<file path="src/rtl/core_pkg.sv">
// -----------------------------------------------------------------------------
// core_pkg
//   Shared constants for the RV32I front end (fetch and decode).
//   RV_NOP           canonical NOP encoding (addi x0, x0, 0)
//   DEFAULT_RESET_PC default first fetch address after reset
//   OP_*             major opcode values (inst[6:0]) used by core_decode
// -----------------------------------------------------------------------------
package core_pkg;

  localparam logic [31:0] RV_NOP           = 32'h0000_0013;
  localparam logic [31:0] DEFAULT_RESET_PC = 32'h0000_0000;

  localparam logic [6:0] OP_LUI    = 7'b0110111;
  localparam logic [6:0] OP_AUIPC  = 7'b0010111;
  localparam logic [6:0] OP_JAL    = 7'b1101111;
  localparam logic [6:0] OP_JALR   = 7'b1100111;
  localparam logic [6:0] OP_BRANCH = 7'b1100011;
  localparam logic [6:0] OP_LOAD   = 7'b0000011;
  localparam logic [6:0] OP_STORE  = 7'b0100011;
  localparam logic [6:0] OP_IMM    = 7'b0010011;
  localparam logic [6:0] OP_REG    = 7'b0110011;
  localparam logic [6:0] OP_FENCE  = 7'b0001111;
  localparam logic [6:0] OP_SYSTEM = 7'b1110011;

  // Word-align an address by clearing the two byte-offset bits.
  function automatic logic [31:0] word_align(input logic [31:0] addr);
    return addr & 32'hFFFF_FFFC;
  endfunction

endpackage

</file>
<file path="src/rtl/core_fetch_fifo.sv">
// -----------------------------------------------------------------------------
// core_fetch_fifo
//   Prefetch buffer for core_fetch. Entries are {pc[63:32], inst[31:0]}.
//   The head entry lives in a dedicated output register (head_valid/head_data);
//   up to DEPTH further entries wait in storage behind it. When the head is
//   free (empty or popped) it is refilled from storage, or directly from the
//   push data when storage is empty, so a push and a pop in the same cycle
//   keep a back-to-back stream without a bubble.
// Ports
//   CLK, RST_N  clock, synchronous active-low reset
//   flush       drop every entry including the head (wins over push/pop)
//   push        write push_data (caller guarantees storage never overflows)
//   push_data   {pc, inst}
//   pop         consume the head entry (only meaningful while head_valid)
//   count       number of entries in storage, head register excluded
//   head_valid  head_data holds a real entry
//   head_data   registered head entry; {32'h0, BUBBLE} while empty
// -----------------------------------------------------------------------------
module core_fetch_fifo
  import core_pkg::*;
#(
  parameter int          DEPTH  = 2,
  parameter logic [31:0] BUBBLE = 32'h0000_0000
) (
  input  logic                   CLK,
  input  logic                   RST_N,
  input  logic                   flush,
  input  logic                   push,
  input  logic [63:0]            push_data,
  input  logic                   pop,
  output logic [$clog2(DEPTH):0] count,
  output logic                   head_valid,
  output logic [63:0]            head_data
);

  localparam int          AW        = $clog2(DEPTH);
  localparam int          CW        = AW + 1;
  localparam logic [63:0] IDLE_HEAD = {32'h0000_0000, BUBBLE};

  logic [63:0]   mem_r [DEPTH];
  logic [AW-1:0] wr_ptr_r;
  logic [AW-1:0] rd_ptr_r;
  logic [CW-1:0] count_r;
  logic          head_valid_r;
  logic [63:0]   head_data_r;

  logic          head_free_s;
  logic          stor_pop_s;
  logic          stor_push_s;
  logic          head_valid_nxt_s;
  logic [63:0]   head_data_nxt_s;
  logic [CW-1:0] count_nxt_s;

  // Head refill selection and storage occupancy bookkeeping.
  always_comb begin
    head_free_s      = ~head_valid_r | pop;
    stor_pop_s       = head_free_s & (count_r != {CW{1'b0}});
    // A push bypasses storage when it can go straight into a free head.
    stor_push_s      = push & ~(head_free_s & (count_r == {CW{1'b0}}));
    head_valid_nxt_s = head_valid_r;
    head_data_nxt_s  = head_data_r;
    count_nxt_s      = count_r;

    if (head_free_s) begin
      if (stor_pop_s) begin
        head_valid_nxt_s = 1'b1;
        head_data_nxt_s  = mem_r[rd_ptr_r];
      end else if (push) begin
        head_valid_nxt_s = 1'b1;
        head_data_nxt_s  = push_data;
      end else begin
        head_valid_nxt_s = 1'b0;
        head_data_nxt_s  = IDLE_HEAD;
      end
    end else begin
      head_valid_nxt_s = head_valid_r;
      head_data_nxt_s  = head_data_r;
    end

    case ({stor_push_s, stor_pop_s})
      2'b10:   count_nxt_s = count_r + CW'(1'b1);
      2'b01:   count_nxt_s = count_r - CW'(1'b1);
      default: count_nxt_s = count_r;
    endcase
  end

  // Pointers, occupancy and head register.
  always_ff @(posedge CLK) begin
    if (!RST_N) begin
      wr_ptr_r     <= {AW{1'b0}};
      rd_ptr_r     <= {AW{1'b0}};
      count_r      <= {CW{1'b0}};
      head_valid_r <= 1'b0;
      head_data_r  <= IDLE_HEAD;
    end else if (flush) begin
      wr_ptr_r     <= {AW{1'b0}};
      rd_ptr_r     <= {AW{1'b0}};
      count_r      <= {CW{1'b0}};
      head_valid_r <= 1'b0;
      head_data_r  <= IDLE_HEAD;
    end else begin
      if (stor_push_s) begin
        wr_ptr_r <= wr_ptr_r + AW'(1'b1);
      end
      if (stor_pop_s) begin
        rd_ptr_r <= rd_ptr_r + AW'(1'b1);
      end
      count_r      <= count_nxt_s;
      head_valid_r <= head_valid_nxt_s;
      head_data_r  <= head_data_nxt_s;
    end
  end

  // Storage array write port; contents need no reset.
  always_ff @(posedge CLK) begin
    if (stor_push_s && !flush) begin
      mem_r[wr_ptr_r] <= push_data;
    end
  end

  assign count      = count_r;
  assign head_valid = head_valid_r;
  assign head_data  = head_data_r;

endmodule

</file>
<file path="src/rtl/core_fetch.sv">
// -----------------------------------------------------------------------------
// core_fetch
//   RV32I instruction fetch stage. Holds the PC, issues in-order word fetches,
//   buffers returned words in core_fetch_fifo and presents them to decode
//   with their PC. Redirect flushes the buffer and restarts at the target;
//   responses still in flight at that point are counted in kill_r and dropped.
// Ports
//   CLK, RST_N              clock, synchronous active-low reset
//   IMEM_REQ/ADDR/GNT       fetch request handshake (REQ & GNT)
//   IMEM_RVALID/RDATA       response, one cycle after each handshake, in order
//   STALL                   decode cannot accept; INST* held
//   REDIRECT/REDIRECT_PC    flush and restart (highest priority)
//   INST/INST_PC/INST_VALID registered instruction to decode
// Configuration
//   CORE_FETCH_NOP_BUBBLE_EN  when defined, INST shows RV_NOP while empty;
//                             otherwise INST shows 32'h0000_0000.
// -----------------------------------------------------------------------------
module core_fetch
  import core_pkg::*;
#(
  parameter logic [31:0] RESET_PC   = DEFAULT_RESET_PC,
  parameter int          FIFO_DEPTH = 2
) (
  input  logic        CLK,
  input  logic        RST_N,
  output logic        IMEM_REQ,
  output logic [31:0] IMEM_ADDR,
  input  logic        IMEM_GNT,
  input  logic        IMEM_RVALID,
  input  logic [31:0] IMEM_RDATA,
  input  logic        STALL,
  input  logic        REDIRECT,
  input  logic [31:0] REDIRECT_PC,
  output logic [31:0] INST,
  output logic [31:0] INST_PC,
  output logic        INST_VALID
);

`ifdef CORE_FETCH_NOP_BUBBLE_EN
  localparam logic [31:0] BUBBLE_INST = RV_NOP;
`else
  localparam logic [31:0] BUBBLE_INST = 32'h0000_0000;
`endif

  localparam int          CW         = $clog2(FIFO_DEPTH) + 1;
  localparam logic [CW:0] DEPTH_W    = (CW + 1)'(FIFO_DEPTH);
  localparam logic [31:0] RESET_PC_W = RESET_PC & 32'hFFFF_FFFC;

  logic [31:0]   pc_r;
  logic [31:0]   rsp_pc_r;
  logic [CW-1:0] out_r;
  logic [CW-1:0] kill_r;

  logic [CW-1:0] fifo_count_s;
  logic          head_valid_s;
  logic [63:0]   head_data_s;
  logic [CW:0]   occ_s;
  logic          req_s;
  logic          hs_s;
  logic          rv_live_s;
  logic          rv_dead_s;
  logic          push_s;
  logic          pop_s;
  logic [CW-1:0] out_nxt_s;
  logic [CW-1:0] kill_nxt_s;
  logic [CW-1:0] inflight_nxt_s;

  // Issue gating, response classification and in-flight counter updates.
  always_comb begin
    // Buffered plus live outstanding words must leave a slot for every response.
    occ_s     = {1'b0, fifo_count_s} + {1'b0, out_r};
    req_s     = RST_N & ~REDIRECT & (occ_s < DEPTH_W);
    hs_s      = req_s & IMEM_GNT;
    // Responses are in order, so killed ones always arrive before live ones.
    rv_dead_s = IMEM_RVALID & (kill_r != {CW{1'b0}});
    rv_live_s = IMEM_RVALID & (kill_r == {CW{1'b0}});
    push_s    = rv_live_s & ~REDIRECT;
    pop_s     = head_valid_s & ~STALL;

    case ({hs_s, rv_live_s})
      2'b10:   out_nxt_s = out_r + CW'(1'b1);
      2'b01:   out_nxt_s = out_r - CW'(1'b1);
      default: out_nxt_s = out_r;
    endcase

    if (rv_dead_s) begin
      kill_nxt_s = kill_r - CW'(1'b1);
    end else begin
      kill_nxt_s = kill_r;
    end

    // Everything still in flight after this cycle becomes dead on a redirect.
    inflight_nxt_s = out_nxt_s + kill_nxt_s;
  end

  // PC, response PC and in-flight counters.
  always_ff @(posedge CLK) begin
    if (!RST_N) begin
      pc_r     <= RESET_PC_W;
      rsp_pc_r <= 32'h0000_0000;
      out_r    <= {CW{1'b0}};
      kill_r   <= {CW{1'b0}};
    end else if (REDIRECT) begin
      pc_r     <= word_align(REDIRECT_PC);
      rsp_pc_r <= rsp_pc_r;
      out_r    <= {CW{1'b0}};
      kill_r   <= inflight_nxt_s;
    end else begin
      if (hs_s) begin
        pc_r     <= pc_r + 32'd4;
        rsp_pc_r <= pc_r;
      end
      out_r  <= out_nxt_s;
      kill_r <= kill_nxt_s;
    end
  end

  core_fetch_fifo #(
    .DEPTH  (FIFO_DEPTH),
    .BUBBLE (BUBBLE_INST)
  ) u_fifo (
    .CLK        (CLK),
    .RST_N      (RST_N),
    .flush      (REDIRECT),
    .push       (push_s),
    .push_data  ({rsp_pc_r, IMEM_RDATA}),
    .pop        (pop_s),
    .count      (fifo_count_s),
    .head_valid (head_valid_s),
    .head_data  (head_data_s)
  );

  assign IMEM_REQ   = req_s;
  assign IMEM_ADDR  = pc_r;
  assign INST       = head_data_s[31:0];
  assign INST_PC    = head_data_s[63:32];
  assign INST_VALID = head_valid_s;

endmodule
</file>
<file path="config.mk">
export PLATFORM = sky130hd
export DESIGN_NAME = core_fetch
export DESIGN_NICKNAME = d
export VERILOG_FILES = /design/src/rtl/core_pkg.sv /design/src/rtl/core_fetch_fifo.sv /design/src/rtl/core_fetch.sv
export SDC_FILE = /design/constraint.sdc
export NUM_CORES = 1
export LEC_CHECK = 0
export CAP_MARGIN = 20
export CORE_MARGIN = 5
export CORE_UTILIZATION = 40
export DETAILED_ROUTE_END_ITERATION = 10
export HOLD_SLACK_MARGIN = 0.03
export PLACE_DENSITY_LB_ADDON = 0.2
export SYNTH_ARGS = -nofsm -noshare
export SYNTH_HDL_FRONTEND = slang
export SYNTH_HIERARCHICAL = 1
export SYNTH_SLANG_ARGS = --single-unit
</file>
<file path="constraint.sdc">
create_clock -name CLK -period 7.56 [get_ports CLK]
set_input_delay 1.512 -clock CLK [delete_from_list [all_inputs] [get_ports CLK]]
set_output_delay 1.512 -clock CLK [all_outputs]
set_load 0.05 [all_outputs]
</file>
Word level (Yosys, flattened, before mapping)
Memories as Yosys holds them, arrays and structs flattened. A register that Yosys moved wholly into a read port is not among the register bits.
Cells that the tools add are included.
{ "word_totals": {"ramBits": 128, "register_bits": 137, "n_memories": 1, "output_inout_bits": 98} }
{ "memory_table": {"columns": ["memory", "words", "word_bits", "read_ports", "rd_ports_with_merged_regs", "wr", "line_no", "rtl"], "rows": [
  ["u_fifo.mem_r", 2, 64, 1, 1, 1, "core_fetch_fifo.sv:40", "logic [63:0] mem_r [DEPTH];"]
]} }
{ "classes": {"addsub": 10, "eq_ne": 4, "order_cmp": 1, "n_bitwise": 16, "n_mux": 14, "n_reduce_logical": 10} }
{ "op_table": {"columns": ["cell", "n"], "rows": [
  ["$mux 64", 2],
  ["$mux 32", 2],
  ["$add 32x3->32 const B", 1],
  ["$and 1x1->1", 10],
  ["$pmux 2 s2", 2],
  ["$reduce_bool 2->1", 4],
  ["$mux 1", 6],
  ["$sub 2x1->2 const B", 3],
  ["$not 1->1", 5],
  ["$add 2x1->2 const B", 2],
  ["$eq 2x1->1 const B", 2],
  ["$eq 2x2->1 const B", 2],
  ["$logic_not 2->1", 2],
  ["$mux 2", 2],
  ["$add 2x2->3", 1],
  ["$lt 3x2->1 const B", 1],
  ["$add 1x1->1 const B", 2],
  ["$add 2x2->2", 1],
  ["$reduce_and 2->1", 1],
  ["$reduce_or 2->1", 1],
  ["$logic_and 1x1->1", 1],
  ["$logic_not 1->1", 1],
  ["$or 1x1->1", 1]
]} }

Longest topological paths before layout
Gate-level depths: netlist (run 1).
{ "depth": {"ltp_word": 9, "ltp_mapped": 13, "ltp_nobuf": 12} }

Cells and area by module
Netlist (run 1), hierarchy kept.
{ "modules_own_cells": {"columns": ["mod", "cells_per_inst", "area_each_um2", "instances"], "rows": [
  ["core_fetch_fifo", 449, 7176.9, 1],
  ["core_fetch", 403, 3195.6, 1]
]} }

Worst setup path before layout (run 1)
No wires, ideal clock.
{ "synth_timing": {"path_type": "input to register", "startpoint": "input REDIRECT", "endpoint": "memory u_fifo.mem_r[1][0], enable pin", "setup_time_ns": 0.579, "arrival_ns": 7.128, "setup_slack_ns": -0.147, "path_stages": 6, "cell_sequence": "inv_1 > clkbuf_1 > clkbuf_1 > and2_1 > o31ai_2 > nor3b_1"} }
{ "synth_via": {"elab_chain_cells": 6, "word_cells_on_any_way": 7} }
{ "synth_lines": {"columns": ["item", "line_no", "rtl"], "rows": [
  ["start, declared", "core_fetch.sv:32", "input logic REDIRECT,"],
  ["$not 1->1 (no line)", null, null],
  ["$and 1x1->1", "core_fetch.sv:77", "push_s = rv_live_s & ~REDIRECT;"],
  ["via push_s", "core_fetch.sv:62", "logic push_s;"],
  ["$and 1x1->1", "core_fetch_fifo.sv:59", "stor_push_s = push & ~(head_free_s & (count_r == {CW{1'b0}}));"],
  ["$logic_and 1x1->1", "core_fetch_fifo.sv:116", "if (stor_push_s && !flush) begin"],
  ["$mux 1", "core_fetch_fifo.sv:116", null],
  ["$mux 1 (not written as such)", "core_fetch_fifo.sv:117", "mem_r[wr_ptr_r] <= push_data;"],
  ["end, declared", "core_fetch_fifo.sv:40", null]
]} }
The timed path passes the listed nets, and every way through them passes these cells.

Worst setup path in the final report (run 1)
{ "layout_timing": {"startpoint": "input REDIRECT", "endpoint": "output IMEM_REQ"} }
{ "layout_via": {"elab_chain_cells": 3} }
{ "layout_lines": {"columns": ["item", "line_no", "rtl"], "rows": [
  ["$not 1->1 (no line)", null, null],
  ["$and 1x1->1 (2 in series)", "core_fetch.sv:72", "req_s = RST_N & ~REDIRECT & (occ_s < DEPTH_W);"],
  ["end, declared", "core_fetch.sv:26", "output logic IMEM_REQ,"]
]} }
No other way between the ends.

==> results of run 1 <==
## final timing paths
kind	startpoint	end	slack [ns]	depth (start not counted)
max	REDIRECT	IMEM_REQ	2.43	5
min	rsp_pc_r[9]	rsp_pc_r[9]	0.48	2
max reg2reg	u_fifo/count[0]	kill_r[1]	3.35	13
min reg2reg	rsp_pc_r[9]	rsp_pc_r[9]	0.48	2
## cell families after synthesis
group / share of synthesized area (%)
other cells: 0.0362
buf+inv: 3.26
mux: 7.21
compound gates: 12.8
simple gates: 11.7
xor+xnor: 1.27
flops: 62.9
fa+ha+maj: 0.796
## synthesized netlist by cell type (all sizes together), types with 3 or more instances
cell type | count | area (µm²)
dfxtp | 134 | 2680
inv | 14 | 52.6
a21oi | 44 | 220
and4 | 9 | 78.8
mux2 | 62 | 698
o21ai | 19 | 95.1
nor2b | 3 | 21.3
o31ai | 4 | 35.0
or3b | 3 | 28.8
ha | 5 | 62.6
o311a | 3 | 30.0
and3 | 5 | 31.3
mux2i | 5 | 50.1
nor3 | 11 | 55.1
or3 | 8 | 50.1
o22ai | 4 | 25.0
nor2 | 75 | 284
and2 | 5 | 31.3
nor4 | 7 | 43.8
buf | 26 | 150
xnor2 | 9 | 78.8
or4 | 7 | 56.3
a31oi | 9 | 56.3
xor2 | 6 | 52.6
a222oi | 60 | 601
edfxtp | 128 | 3840
clkbuf | 35 | 135
a211oi | 13 | 97.6
o311ai | 3 | 26.3
nand3 | 20 | 100
nand2 | 77 | 289
nand4 | 9 | 56.3
nand2b | 5 | 31.3
## routing by layer
layer  routed length (µm)  up-vias  track usage [%]
met5                    0        -                0
met4                  334        0             3.72
met3                 1930       22             3.60
met2                11900      249             27.7
met1                12100     3635             24.6
li1                     -     3577                -
## power by group through the flow
stage | registers (µW) | logic (µW) | clock network [µW]
finish | 1550 | 337 | 1400
global route | 1560 | 364 | 1490
CTS | 1550 | 340 | 1430
detailed placement | 1580 | 338 | 0
global placement | 1580 | 336 | 0
floorplan | 1640 | 150 | 0
## registers in the layout, summed over array words and instances, names as in the netlist, named ones only
name               cells
u_fifo/count           2
rsp_pc_r              30
u_fifo/mem_r         128
out_r                  2
IMEM_ADDR             30
u_fifo/head_data      64
kill_r                 2
u_fifo/head_valid      1
u_fifo/rd_ptr_r        1
u_fifo/wr_ptr_r        1
## metrics by stage
step           cells  total power (µW)  area, µm²  util [%]
5_1_grt         1364              3410      13300      51.5
3_5_place_dp    1312              1920      12300      47.8
3_3_place_gp    1312              1920      12300      47.8
6_report        1364              3290      13300      51.5
4_1_cts         1364              3320      13300      51.5
2_1_floorplan    859              1790      10400         -
## worst max-delay path, cell delays in order
cell and delay [ns]:
clkdlybuf4s50_1 0.40, buf_4 0.26, nand2b_1 0.34, nor3_1 0.25, clkdlybuf4s50_1 0.85
## cell type report
class | count | area [µm²]
Fill cell | 2291 | 12500
Sequential cell | 262 | 6530
Multi-Input combinational cell | 522 | 3570
Timing Repair Buffer | 179 | 1750
Clock buffer | 42 | 835
Tap cell | 335 | 419
Clock inverter | 10 | 123
Inverter | 14 | 52.6
==> flow_summary.yaml, run 1 <==
power:
  peakVddDrop_uv: 170
  internal-power_uw: 2510
  power_density_nw_per_um2: 248
  seqPwrFrac_pct: 47.2
  clkPwrFrac_pct: 42.5
  p_leak_uw: 0.00437
  power_frac_comb_pct: 10.3
  switching_share_pct: 23.8
  p_switching_uw: 782
drt:
  vias: 7483
  ant_nets: 0
  dr.pass1.iters: 9
  drc: 0
  drtIter0Drc: 899
  via_per_inst: 5.49
  routedWlPerCell_um: 19.2
  routed_wl_um: 26200
logic_synthesis:
  avgSynthCellArea_um2: 12.2
  ys_warn_count: 6
  synth_cells: 852
  synth-async-reset-ratio_pct: 0
  ys_types: 66
  ys_ff_latch: 262
  synth_edf_count: 128
  syn_area_um2: 10400
  synth_flop_cell: "dfxtp_1"
  seq_area_frac_synth_pct: 62.9
finish:
  mostFrequentLayoutCells: "clkdlybuf4s50_1 (163), dfxtp_1 (133), edfxtp_1 (128)"
  syn2layout_area_growth_pct: 28.0
  mostFrequentLayoutCell: "clkdlybuf4s50_1"
  nets: 1083
  insertedDiodeCount: 0
  layout-drive-gt1-share_pct: 12.6
setup_path:
  cp-start-kind: "input port"
  arrival_ns: 3.62
  worstPathRequired_ns: 6.05
  crit_type: "in -> out"
  end_kind: "output pin"
  crit_fanout: 35
clocking:
  clk_pin_slew_ns: 0.06
  clk_latency_ns: 0.53
  ctsHoldBuffers: 0
  clockBufferDepth: 3
  cts-root-buf: "clkbuf_16"
  cts_tree: "built"
  clkSinkCount: 262
  h-tree-depth: 1
  post_cts_buffers: 0
  cts-buffers-inserted: 28
  cts_resized: 0
die:
  core_area_um2: 25800
  die_w_um: 171
  die_area_um2: 29300
  ios: 168
  initial_core_util_pct: 40.3
  fp-row-count: 59
  die_h_um: 171
sta:
  setup_tns_ns: 0
  hold_viol: 0
  drv_slew: 0
  hold_ws_ns: 0.483
  period_share_pct: 67.9
  rsz0062_at_grt: "false"
  skew_ns: 0.0105
  max_slew_margin_pct: 34.6
  max_freq_mhz: 195
  period_minus_slack_ns: 5.13
  fin_ws_ns: 2.43
  tightest_slew_ns: 0.971
  setup_viol: 0
global_routing:
  grt_max_degree: 63
  antenna_found_initial: 0
  grt_pass1_wl_um: 40900
  track_usage_pct: 17.3
  grt_overflow: 0
  grt_pass1_vias: 7444
place:
  portBuffers: 163
  pre_cts_slack_ns: 2.17
  place_congestion: 0.847
  dp_hpwl_um: 16500
status:
  outcome: "completed"
worst_hold_path:
  holdCritPathClass: "reg -> reg"
job:
  max_cap_violations: 0
Power figures use the tool's default switching activity.
==> inputs of run 2 (changes only) <==
Clock period 7.56 ns to 4.7 ns, I/O delays scaled along.
==> flow_summary.yaml, run 2 (synthesized netlist as in run 1, its figures left out) <==
setup_path:
  end_kind: "flip-flop"
  crit_fanout: 13
  cp-start-kind: "flip-flop"
  arrival_ns: 3.95
  rrSetupSlack_ns: 1.14
  regToRegStartpoint: "u_fifo/count[0]"
  reg2reg_depth: 12
  r2r-end: "kill_r[1]"
  worstPathRequired_ns: 5.09
  crit_type: "reg -> reg"
place:
  place_congestion: 0.827
  portBuffers: 163
  postPlaceCellArea_um2: 12300
  dp_hpwl_um: 15800
drt:
  routedWlPerCell_um: 18.8
  vias: 7497
  drtIter0Drc: 676
  drc: 0
  via_per_inst: 5.50
  ant_nets: 0
  dr.pass1.iters: 6
  routed_wl_um: 25600
clocking:
  clk_latency_ns: 0.53
  cts-buffers-inserted: 28
  clkSinkCount: 262
  h-tree-depth: 1
  clockBufferDepth: 3
  ctsHoldBuffers: 0
  cts_resized: 0
  cts-root-buf: "clkbuf_16"
  clk_pin_slew_ns: 0.06
  post_cts_buffers: 0
  cts_tree: "built"
power:
  p_switching_uw: 1240
  switching_share_pct: 24.3
  power_frac_comb_pct: 10.6
  peakVddDrop_uv: 245
  power_density_nw_per_um2: 388
  power_uw: 5130
  clkPwrFrac_pct: 40.7
  p_leak_uw: 0.00432
  seqPwrFrac_pct: 48.7
  internal-power_uw: 3890
die:
  core_area_um2: 25800
  die_h_um: 171
  fp-row-count: 59
  die_area_um2: 29300
  ios: 168
  initial_core_util_pct: 40.3
  die_w_um: 171
sta:
  max_slew_margin_pct: 34.9
  drv_slew: 0
  period_share_pct: 75.7
  hold_viol: 0
  skew_ns: 0.0125
  setup_viol: 0
  max_freq_mhz: 281
  tightest_slew_ns: 0.977
  setup_tns_ns: 0
  rsz0062_at_grt: "false"
  hold_ws_ns: 0.480
  period_minus_slack_ns: 3.56
finish:
  syn2layout_area_growth_pct: 27.6
  fin_area_um2: 13200
  layout-drive-gt1-share_pct: 12.4
  multi_input_area_um2: 3570
  fillers: 2290
  mostFrequentLayoutCell: "clkdlybuf4s50_1"
  top_register: "u_fifo/mem_r"
  largest_register_ffs: 128
  insertedDiodeCount: 0
  register_area_um2: 6530
  nets: 1081
  mostFrequentLayoutCells: "clkdlybuf4s50_1 (162), dfxtp_1 (133), edfxtp_1 (128)"
global_routing:
  antenna_found_initial: 0
  grt_overflow: 0
  grt_max_degree: 66
  track_usage_pct: 16.7
  grt_pass1_vias: 7352
  grt_pass1_wl_um: 39900
worst_hold_path:
  holdCritPathClass: "reg -> reg"
  hp-start: "rsp_pc_r[22]"
  min_delay_worst_endpoint: "u_fifo/mem_r[1][54]"
  worstHoldPathCells: 0
job:
  max_cap_violations: 0
status:
  outcome: "completed"
run 2: cell count changes in the layout (fill, tap and decap cells not counted):
cell             change
nor3_4               +1
nor3_2               -1
clkbuf_8             -3
dfxtp_2              -1
clkdlybuf4s50_1      -1
bufinv_16            -2
buf_12               +3
clkinvlp_4           +3
clkbuf_1             +4
buf_4                -4
clkinv_1             -2
dfxtp_4              +1
run 2: critical path, stage by stage (launching register included):
cell and delay, ns:
dfxtp_1 0.45, and2_1 0.18, fa_1 0.48, or3b_4 0.53, nor2_2 0.14, inv_2 0.05
ha_1 0.33, xnor2_1 0.16, ha_1 0.22, or3b_2 0.44, a211oi_1 0.25, or3_1 0.15
a21oi_1 0.06
run 2: power by group through the flow:
| stage | clock network (µW) | logic, µW | registers, µW |
|---|---|---|---|
| detailed placement | 0 | 545 | 2540 |
| finish | 2090 | 544 | 2500 |
| global placement | 0 | 541 | 2540 |
| CTS | 2150 | 548 | 2500 |
| global route | 2240 | 591 | 2500 |
| floorplan | 0 | 242 | 2640 |
run 2: worst max-delay path by stage:
| stage | slack (ns) | endpoint | cells past startpoint | startpoint |
|---|---|---|---|---|
| detailed placement | 0.83 | kill_r[1] | 11 | IMEM_GNT |
| floorplan | 0.70 | u_fifo/mem_r[1][0] | 6 | REDIRECT |
| global route | 0.84 | kill_r[1] | 12 | u_fifo/count[0] |
| finish | 1.14 | kill_r[1] | 12 | u_fifo/count[0] |
| CTS | 1.12 | kill_r[1] | 12 | u_fifo/count[0] |
| global placement | 0.83 | kill_r[1] | 11 | IMEM_GNT |
run 2: metrics by stage:
| stage | utilization, % | instances | worst slack [ns] |
|---|---|---|---|
| after floorplan | - | 859 | 0.702 |
| after global placement | 47.9 | 1310 | 0.831 |
| after detailed placement | 47.9 | 1310 | 0.826 |
| after CTS | 51.4 | 1362 | 1.12 |
| after global routing | 51.4 | 1362 | 0.839 |
| final | 51.4 | 1362 | 1.14 |
run 2: layout make-up:
type / count / share of cell area (%)
sequential: 262 / 49.3
timing repair buffer: 177 / 13.4
clock buffer: 43 / 6.11
inverter: 14 / 0.397
clock inverter: 9 / 0.586
multi-input combinational: 522 / 27.0
tap: 335 / 3.17
run 2: metal layers:
metal	track usage (%)	wire length [µm]	vias up	share of wire, %
li1	-	-	3581	-
met1	23.1	11100	3609	43
met2	27.6	12100	283	47
met3	3.12	2060	24	8.0
met4	3.79	333	0	1.3
met5	0	0	-	0
==> inputs of run 3 (changes only) <==
Clock period 4.7 ns to 3.55 ns, I/O delays scaled along.
==> flow_summary.yaml, run 3 (synthesized netlist as in run 1, its figures left out) <==
drt:
  via_per_inst: 5.53
  vias: 7606
  routed_wl_um: 26400
  dr.pass1.iters: 5
  drc: 0
  routedWlPerCell_um: 19.2
  drtIter0Drc: 814
  ant_nets: 0
clocking:
  clockBufferDepth: 3
  cts_tree: "built"
  cts_resized: 0
  cts-root-buf: "clkbuf_16"
  h-tree-depth: 1
  post_cts_buffers: 0
  clk_pin_slew_ns: 0.06
  clkSinkCount: 262
  ctsHoldBuffers: 0
  cts-buffers-inserted: 28
  clk_latency_ns: 0.53
global_routing:
  track_usage_pct: 17.7
  grt_overflow: 0
  grt_max_degree: 65
  grt_pass1_wl_um: 42000
  antenna_found_initial: 0
  grt_pass1_vias: 7769
sta:
  period_minus_slack_ns: 3.32
  skew_ns: 0.00962
  hold_viol: 0
  hold_ws_ns: 0.487
  drv_slew: 0
  tightest_slew_ns: 0.976
  period_share_pct: 93.5
  max_freq_mhz: 301
  setup_viol: 0
  max_slew_margin_pct: 34.9
  rsz0062_at_grt: "false"
  setup_tns_ns: 0
power:
  p_leak_uw: 0.00447
  p_switching_uw: 1700
  clkPwrFrac_pct: 43.3
  power_density_nw_per_um2: 528
  power_frac_comb_pct: 10.4
  internal-power_uw: 5430
  power_uw: 7130
  peakVddDrop_uv: 361
  seqPwrFrac_pct: 46.3
  switching_share_pct: 23.9
finish:
  layout-drive-gt1-share_pct: 14.1
  mostFrequentLayoutCell: "clkdlybuf4s50_1"
  mostFrequentLayoutCells: "clkdlybuf4s50_1 (162), dfxtp_1 (133), edfxtp_1 (128)"
  fin_util_pct: 52.5
  largest_register_ffs: 128
  insertedDiodeCount: 0
  top_register: "u_fifo/mem_r"
  fillers: 2226
  nets: 1094
  syn2layout_area_growth_pct: 30.3
setup_path:
  rrSetupSlack_ns: 0.23
  critPathCapture: "kill_r[1]"
  reg2reg_depth: 12
  arrival_ns: 3.77
  crit_type: "reg -> reg"
  cp-start-kind: "flip-flop"
  crit_fanout: 4
  worstPathRequired_ns: 4.00
  end_kind: "flip-flop"
  worstSetupStartpoint: "out_r[0]"
  r2r-end: "kill_r[1]"
  regToRegStartpoint: "out_r[0]"
die:
  core_area_um2: 25800
  ios: 168
  die_w_um: 171
  initial_core_util_pct: 40.3
  die_h_um: 171
  fp-row-count: 59
  die_area_um2: 29300
place:
  place_congestion: 0.810
  dp_hpwl_um: 16800
  portBuffers: 163
job:
  max_cap_violations: 0
status:
  outcome: "completed"
worst_hold_path:
  worstHoldPathCells: 0
  holdCritPathClass: "reg -> reg"
[run 3: changes by cell type in the layout (fill, tap and decap cells not counted), sizes merged]
cell	before	now
buf	15	28
clkbuf	43	36
bufinv	1	4
clkinv	5	10
clkinvlp	3	2
[run 3: worst min-delay path by stage]
stage,startpoint,end,slack [ns]
finish,rsp_pc_r[25],u_fifo/mem_r[1][57],0.49
global route,rsp_pc_r[14],u_fifo/mem_r[0][46],0.51
CTS,rsp_pc_r[14],rsp_pc_r[14],0.49
detailed placement,rsp_pc_r[14],u_fifo/mem_r[0][46],0.48
global placement,rsp_pc_r[25],u_fifo/mem_r[1][57],0.47
floorplan,rsp_pc_r[8],u_fifo/mem_r[0][40],0.45
[run 3: worst max-delay path: stages, from the launching register on]
cell and delay (ns):
dfxtp_1 0.34, and2_1 0.17, fa_1 0.50, or3b_4 0.43, nor2_2 0.12, inv_2 0.05, ha_1 0.29, xnor2_1 0.14
ha_1 0.22, or3b_2 0.44, a211oi_1 0.25, o21ai_0 0.12, a21oi_1 0.16
[run 3: power by group through the flow]
stage | clock (µW) | combinational [µW] | sequential, µW
detailed placement | 0 | 744 | 3370
global placement | 0 | 739 | 3370
CTS | 3150 | 747 | 3300
floorplan | 0 | 322 | 3490
finish | 3090 | 742 | 3310
global route | 3300 | 802 | 3320
[run 3: area by class of cell]
| cell class | count | area (µm²) | area share (%) |
|---|---|---|---|
| repair buffers | 190 | 1930 | 14.3 |
| inverters | 14 | 52.6 | 0.389 |
| flip-flops and latches | 262 | 6530 | 48.3 |
| clock inverters | 16 | 194 | 1.44 |
| well taps | 335 | 419 | 3.10 |
| clock buffers | 36 | 813 | 6.02 |
| multi-input cells | 522 | 3570 | 26.4 |
[run 3: metrics by stage]
step,area (µm²),worst slack [ns],std cells
2_1_floorplan,10400,-0.0329,859
3_3_place_gp,12500,0.0824,1323
3_5_place_dp,12500,0.0496,1323
4_1_cts,13500,0.214,1375
5_1_grt,13500,0.0236,1375
6_report,13500,0.231,1375
[run 3: layer usage]
metal,GRT usage (%),part of all wire (%)
met3,2.91,6.2
met5,0,0
met4,3.86,1.3
met1,25.1,47
met2,28.9,46
